File: src/rtl/pokey_poly_counters.sv
// POKEY polynomial-counter noise sources: 4/5/9/17-bit XNOR Fibonacci LFSRs
// feeding the channel noise filters and the RANDOM read register.
module pokey_poly_counters #(
   parameter bit RANDOM_INVERT = 1'b1
) (
   input  logic       clk,
   input  logic       reset,
   input  logic       ce,
   input  logic       init,
   input  logic       poly17_9,
   output logic       noise_4,
   output logic       noise_5,
   output logic       noise_large,
   output logic [7:0] random_out
);

   logic [3:0]  p4_q,  p4_d;
   logic [4:0]  p5_q,  p5_d;
   logic [8:0]  p9_q,  p9_d;
   logic [16:0] p17_q, p17_d;
   logic [7:0]  random_sel;

   // XNOR feedback makes all-zero the legal start state and all-ones the lockup
   always_comb begin
      p4_d  = p4_q;
      p5_d  = p5_q;
      p9_d  = p9_q;
      p17_d = p17_q;
      if (init) begin
         p4_d  = '0;
         p5_d  = '0;
         p9_d  = '0;
         p17_d = '0;
      end else if (ce) begin
         p4_d  = {~(p4_q[0]  ^ p4_q[1]),  p4_q[3:1]};
         p5_d  = {~(p5_q[0]  ^ p5_q[2]),  p5_q[4:1]};
         p9_d  = {~(p9_q[0]  ^ p9_q[4]),  p9_q[8:1]};
         p17_d = {~(p17_q[0] ^ p17_q[3]), p17_q[16:1]};
      end
   end

   always_ff @(posedge clk) begin
      if (reset) begin
         p4_q  <= '0;
         p5_q  <= '0;
         p9_q  <= '0;
         p17_q <= '0;
      end else begin
         p4_q  <= p4_d;
         p5_q  <= p5_d;
         p9_q  <= p9_d;
         p17_q <= p17_d;
      end
   end

   always_comb begin
      random_sel  = poly17_9 ? p9_q[8:1] : p17_q[16:9];
      noise_4     = p4_q[0];
      noise_5     = p5_q[0];
      noise_large = poly17_9 ? p9_q[0] : p17_q[0];
      random_out  = RANDOM_INVERT ? ~random_sel : random_sel;
   end

endmodule
File: config.mk
export PLATFORM = sky130hd
export DESIGN_NAME = pokey_poly_counters
export DESIGN_NICKNAME = d
export VERILOG_FILES = /design/src/rtl/pokey_poly_counters.sv
export SDC_FILE = /design/constraint.sdc
export NUM_CORES = 1
export LEC_CHECK = 0
export CAP_MARGIN = 20
export CORE_ASPECT_RATIO = 2
export CORE_MARGIN = 5
export CORE_UTILIZATION = 45
export DETAILED_ROUTE_END_ITERATION = 8
export DONT_BUFFER_PORTS = 1
export PLACE_DENSITY = 0.6
export SKIP_CTS_REPAIR_TIMING = 1
export SLEW_MARGIN = 10
export SYNTH_ARGS = -nofsm -noshare
export SYNTH_HDL_FRONTEND = slang
export SYNTH_SLANG_ARGS = --single-unit
File: constraint.sdc
create_clock -name clk -period 1.1 [get_ports clk]
set_clock_uncertainty 0.05 [all_clocks]
set_input_delay 0.055 -clock clk [delete_from_list [all_inputs] [get_ports clk]]
set_output_delay 0.055 -clock clk [all_outputs]
set_load 0.05 [all_outputs]
==> results of run 1 <==
[cells in the final DEF (no fill, tap or decap)]
master,netlist,final
or2_1,1,1
or3b_4,1,1
nand2b_1,4,4
dfxtp_1,35,19
mux2_4,0,1
o22ai_2,4,4
buf_4,4,15
mux2i_1,39,39
xor2_1,4,4
dfxtp_2,0,16
nor2_1,31,31
clkbuf_8,0,7
clkbuf_1,0,1
[cell type report]
class,count,area share [%]
clock buffers,8,6.17
multi-input cells,85,40.0
flip-flops and latches,35,44.4
well taps,31,2.39
repair buffers,15,6.94
[logic make-up after synthesis]
kind of cell / Yosys count / share of synthesized area [%]
DFF: 35 / 49.3
xor gates and xnor gates: 4 / 2.47
buffers and inverters: 9 / 5.20
and+or+nand+nor: 37 / 11.2
AOI/OAI and AO/OA: 4 / 3.52
muxes: 40 / 28.3
[registers in the layout, summed over array words and instances (netlist names)]
signal and cells:
p4_q 4, p9_q 9, p17_q 17, p5_q 5
[worst max-delay path: stages (launching register included)]
cell and delay (ns):
dfxtp_2 0.33, mux2i_1 0.14, buf_4 0.22
[worst paths after layout]
kind                           from                      to  slack, ns  depth (start not counted)
min                              ce    p9_q[3]$_SDFFE_PP0P_      -0.11                          2
max reg2reg   p17_q[0]$_SDFFE_PP0P_  p17_q[16]$_SDFFE_PP0P_       0.19                          3
max          p17_q[14]$_SDFFE_PP0P_           random_out[5]       0.02                          2
min reg2reg   p17_q[8]$_SDFFE_PP0P_   p17_q[8]$_SDFFE_PP0P_       0.45                          2
[stage by stage]
step / total power [mW] / util, % / area [µm²]
finish: 2.35 / 52.0 / 1620
global route: 2.46 / 52.0 / 1620
CTS: 2.39 / 50.3 / 1570
detailed placement: 1.40 / 47.1 / 1470
global placement: 1.40 / 47.1 / 1470
floorplan: 1.44 / - / 1420
[power groups by stage]
stage	Combinational, mW	Sequential, mW	Clock [mW]
after floorplan	0.128	1.31	0
after global placement	0.0886	1.31	0
after detailed placement	0.0908	1.31	0
after CTS	0.0909	1.28	1.02
after global routing	0.0965	1.28	1.08
final	0.0902	1.28	0.978
[per-layer routing]
| layer | vias up | part of all wire [%] |
|---|---|---|
| li1 | 457 | - |
| met1 | 419 | 42 |
| met2 | 15 | 51 |
| met3 | 6 | 4.6 |
| met4 | 0 | 2.7 |
| met5 | - | 0 |
==> results by group, run 1 <==
CTS
  – Root Driver: clkbuf_8
  – Cts bufs inserted: 5
  – Longest Clk Path Bufs: 2
  – H-tree depth: 2
  – Worst-path clk slew: 0.07 ns
  – CTS tree: done
  – Clk Latency, worst-skew pair: 0.28 ns
  – Total clock sinks: 35

Timing
  – Total Negative Setup Slacks: 0 ns
  – Fin crit period: 1.08 ns
  – Final Cycle Share: 97.7%
  – Hold slack: -0.115 ns
  – Final hold vios: 35
  – Final setup margin: 0.0248 ns
  – Max Freq: 930 MHz
  – # setup viols final: 0
  – Slew margin rel.: 75.8%
  – Unrepaired setup endpoints after global routing: true
  – Worst Tran Pin Value: 0.363 ns
  – Max Slew Vio Count: 0

Logic synthesis
  – Seq/Total Area, Yosys: 49.3%
  – Syn nets: 134
  – Synth top area cells: dfxtp_1 49%, mux2i_1 27%, nor2_1 8.2%
  – Prevailing post-synth register cell: dfxtp_1
  – Most common library cells after synthesis: 39 x mux2i_1, 35 x dfxtp_1, 31 x nor2_1
  – Post-synth EDFFs: 0
  – Share of the synthesized area in the top cell type: 49.3%
  – Async S/R FF share, synth: 0%
  – Post-synth top area cell: dfxtp_1
  – Synth cell types: 12
  – Post-synthesis register bit count: 35
  – Syn avg cell area: 11.0 µm²
  – Most numerous cell in the Yosys netlist: mux2i_1
  – Synthesized area: 1420 µm²
  – Yosys Warn Count: 0
  – Syn Inst Count: 129

Placement
  – Final HPWL DP: 1560 µm
  – Placed insts: 162
  – Routability Congestion: 0.662
  – Buffers added on ports: 0
  – Setup WS pre-CTS: 0.245 ns

Power and ir drop
  – Sw Share: 19.3%
  – Comb pwr share: 3.8%
  – Cell Pwr Density: 1450 nW/µm²
  – Pleak: 0.720 nW
  – Part of the power in registers: 54.6%
  – Clock share of power: 41.6%
  – Pint: 1.90 mW
  – Worst VDD drop: 1.12 mV
  – Switch Pwr: 0.455 mW

Layout
  – Multi-input logic area: 649 µm²
  – Seq. cell area: 721 µm²
  – Fill cells: 282
  – Fin cells: 174
  – Layout cell share with drive strength beyond 1: 30.8%
  – Area grow syn2layout: 14.2%
  – # diodes: 0
  – Total Nets Final: 147

Floorplan
  – Std cell rows: 29
  – DIE AREA: 4450 µm²
  – IO Count: 16
  – Core Region: 3120 µm²
  – Starting Density: 45.5%
  – Die W: 49.7 µm
  – Die Ht: 89.4 µm

Critical path
  – CP startpoint kind: flip-flop
  – Critical path class: flip-flop to output port
  – Worst Path Required: 1.00 ns
  – Max Fanout on Critical Path: 3
  – Endpoint class of the critical path: output port
  – Worst path arrival time: 0.97 ns

Hold path
  – Worst hold path type: input pin to flip-flop

Drt
  – Via count: 897
  – Via/cell ratio: 5.16
  – DRT antenna net count: 0
  – Initial DRC Count: 12
  – DRC viols: 0
  – Drt pass-1 iters: 4
  – Final wirelength: 2280 µm
  – DR WL/cell: 13.1 µm

Job
  – Max-cap violations: 0

Global route
  – GRT busiest layer: met2
  – Met3 usage: 4.01%
  – Largest net degree at the start of global routing: 37
  – GRT Overall Usage: 11.8%
  – Met1 Use GR: 13.0%
  – Grt ovf: 0
  – First-pass GRT wire length: 4150 µm
  – Initial antenna violation count: 0
  – M2 GR Usage: 19.6%
  – Vias in the first global route: 956

Outcome
  – Failing checks: hold timing
  – Status: finished, violations left
Note: power is estimated with default switching activity, not from simulation.
==> run 2: changes to the inputs <==
--- a/config.mk
+++ b/config.mk
@@ -6,7 +6,6 @@
 export NUM_CORES = 1
 export LEC_CHECK = 0
 export CAP_MARGIN = 20
-export CORE_ASPECT_RATIO = 2
 export CORE_MARGIN = 5
 export CORE_UTILIZATION = 45
 export DETAILED_ROUTE_END_ITERATION = 8
==> constraint.sdc (replaced) <==
create_clock -name clk -period 1.1 [get_ports clk]
set_clock_uncertainty 0.05 [all_clocks]
set_input_delay 0.22 -clock clk [delete_from_list [all_inputs] [get_ports clk]]
set_output_delay 0.22 -clock clk [all_outputs]
set_load 0.05 [all_outputs]
==> run 2 against run 1 <==
The flow finishes with violations (setup timing). Clock power down 39%. Register-to-register slack worse by 0.04 ns. Highest routed layer unchanged. Setup slack worse by 0.20 ns. Worst hold slack better by 0.12 ns. Non-clock buffer count up 1. Routed wire length up 3.3%. Critical path type unchanged. Design area up 13%. Sequential share of layout area down 4.4 points. First-iteration DRC count up 120%.
==> results by group, run 2 (synthesized netlist as in run 1, its figures left out) <==
Power and ir drop
  – Pleak: 0.748 nW
  – Part of the power in registers: 63.9%
  – Comb pwr share: 6.2%
  – Worst VDD drop: 0.821 mV
  – Clock share of power: 29.9%
  – Pint: 1.57 mW
  – Switch Pwr: 0.430 mW
  – Sw Share: 21.5%
  – Cell Pwr Density: 1090 nW/µm²

Critical path
  – Crit-path max cell delay: 0.34 ns
  – Endpoint class of the critical path: output port
  – Worst path bufs/invs: 0
  – Crit path cell chain: mux2_4
  – Worst path arrival time: 1.01 ns
  – Worst Path Required: 0.83 ns
  – Critical path's top delay family: flip-flops
  – Max Fanout on Critical Path: 3
  – CP startpoint kind: flip-flop
  – Critical path class: flip-flop to output port
  – CP max stage cell: dfxtp_2

Timing
  – Final hold vios: 0
  – Max Slew Vio Count: 0
  – Worst Tran Pin Value: 0.452 ns
  – Final Cycle Share: 116%
  – Final setup margin: -0.179 ns
  – Fin crit period: 1.28 ns
  – Unrepaired setup endpoints after global routing: true
  – Max Freq: 782 MHz
  – Hold slack: 0.00255 ns
  – Slew margin rel.: 69.8%
  – # setup viols final: 17

Floorplan
  – Die Ht: 66.2 µm
  – Die W: 66.2 µm
  – DIE AREA: 4380 µm²
  – Std cell rows: 20
  – Starting Density: 46.9%
  – Core Region: 3030 µm²
  – IO Count: 16

CTS
  – Root Driver: clkbuf_4
  – H-tree depth: 2
  – CTS tree: done
  – Cts bufs inserted: 5
  – Longest Clk Path Bufs: 2
  – Clk Latency, worst-skew pair: 0.32 ns
  – Worst-path clk slew: 0.09 ns
  – Total clock sinks: 35

Drt
  – DRC viols: 0
  – Drt pass-1 iters: 2
  – Via count: 905
  – Wire length on met2: 1120 µm
  – WL met3: 106 µm
  – DR WL/cell: 12.7 µm
  – DRT antenna net count: 0
  – Metal-1 WL: 1110 µm
  – Highest metal used: met4
  – Via/cell ratio: 4.87
  – Initial DRC Count: 26
  – Final wirelength: 2360 µm

Layout
  – Most frequent cells in the layout: 31 x mux2i_1, 31 x nor2_1, 17 x dfxtp_2
  – Biggest register: p17_q
  – # diodes: 0
  – Biggest registers after layout: p17_q x17, p9_q x9, p5_q x5
  – Area grow syn2layout: 28.8%
  – Finished Cell Area: 1830 µm²
  – Core Util, Final: 60.4%
  – Total Nets Final: 148
  – Max reg flops: 17
  – Fin cells: 186
  – Layout cell share with drive strength beyond 1: 38.0%

Placement
  – Placed insts: 175
  – Placed Area: 1700 µm²
  – Routability Congestion: 0.664
  – Buffers added on ports: 0
  – Final HPWL DP: 1480 µm

Global route
  – GRT Overall Usage: 11.3%
  – Largest net degree at the start of global routing: 37
  – Initial antenna violation count: 0
  – Grt ovf: 0
  – Vias in the first global route: 815
  – First-pass GRT wire length: 3690 µm

Outcome
  – Status: finished, violations left
  – Failing checks: setup timing

Job
  – Max-cap violations: 0

Hold path
  – Worst hold path type: input pin to flip-flop
-- run 2: changes by cell type in the layout (fill, tap and decap cells not counted), sizes merged --
cell	before	now
clkbuf	8	6
dlygate4sd3	0	1
-- run 2: final cells by class --
type	instances	area, µm²
clock buffers	6	41.3
fillers	266	1200
multi-input cells	85	749
flip-flops and latches	35	733
well taps	44	55.1
repair buffers	16	250
-- run 2: layer usage --
layer,global-route usage [%],vias to the layer above
met5,0,-
met4,4.57,0
met3,5.61,2
met2,17.5,13
met1,13.2,427
li1,-,463
-- run 2: worst paths after layout --
check	end	from	cells after the start	slack [ns]
min	p5_q[0]$_SDFFE_PP0P_	ce	2	0.003
max	noise_large	p9_q[0]$_SDFFE_PP0P_	1	-0.18
max reg2reg	p9_q[8]$_SDFFE_PP0P_	p9_q[4]$_SDFFE_PP0P_	3	0.15
min reg2reg	p5_q[0]$_SDFFE_PP0P_	p5_q[1]$_SDFFE_PP0P_	2	0.44
-- run 2: power groups by stage --
stage          sequential, mW  combinational, mW  clock, mW
2_1_floorplan            1.31              0.153          0
3_3_place_gp             1.31              0.115          0
3_5_place_dp             1.31              0.116          0
4_1_cts                  1.28              0.116      0.627
5_1_grt                  1.28              0.131      0.693
6_report                 1.28              0.124      0.598
-- run 2: metrics by stage --
step	worst slack [ns]	setup TNS (ns)	power, mW
final	-0.179	-1.95	2.00
after CTS	-0.216	-1.95	2.03
after floorplan	0.00907	0	1.47
after detailed placement	0.156	0	1.43
after global routing	-0.225	-2.41	2.10
after global placement	0.161	0	1.43
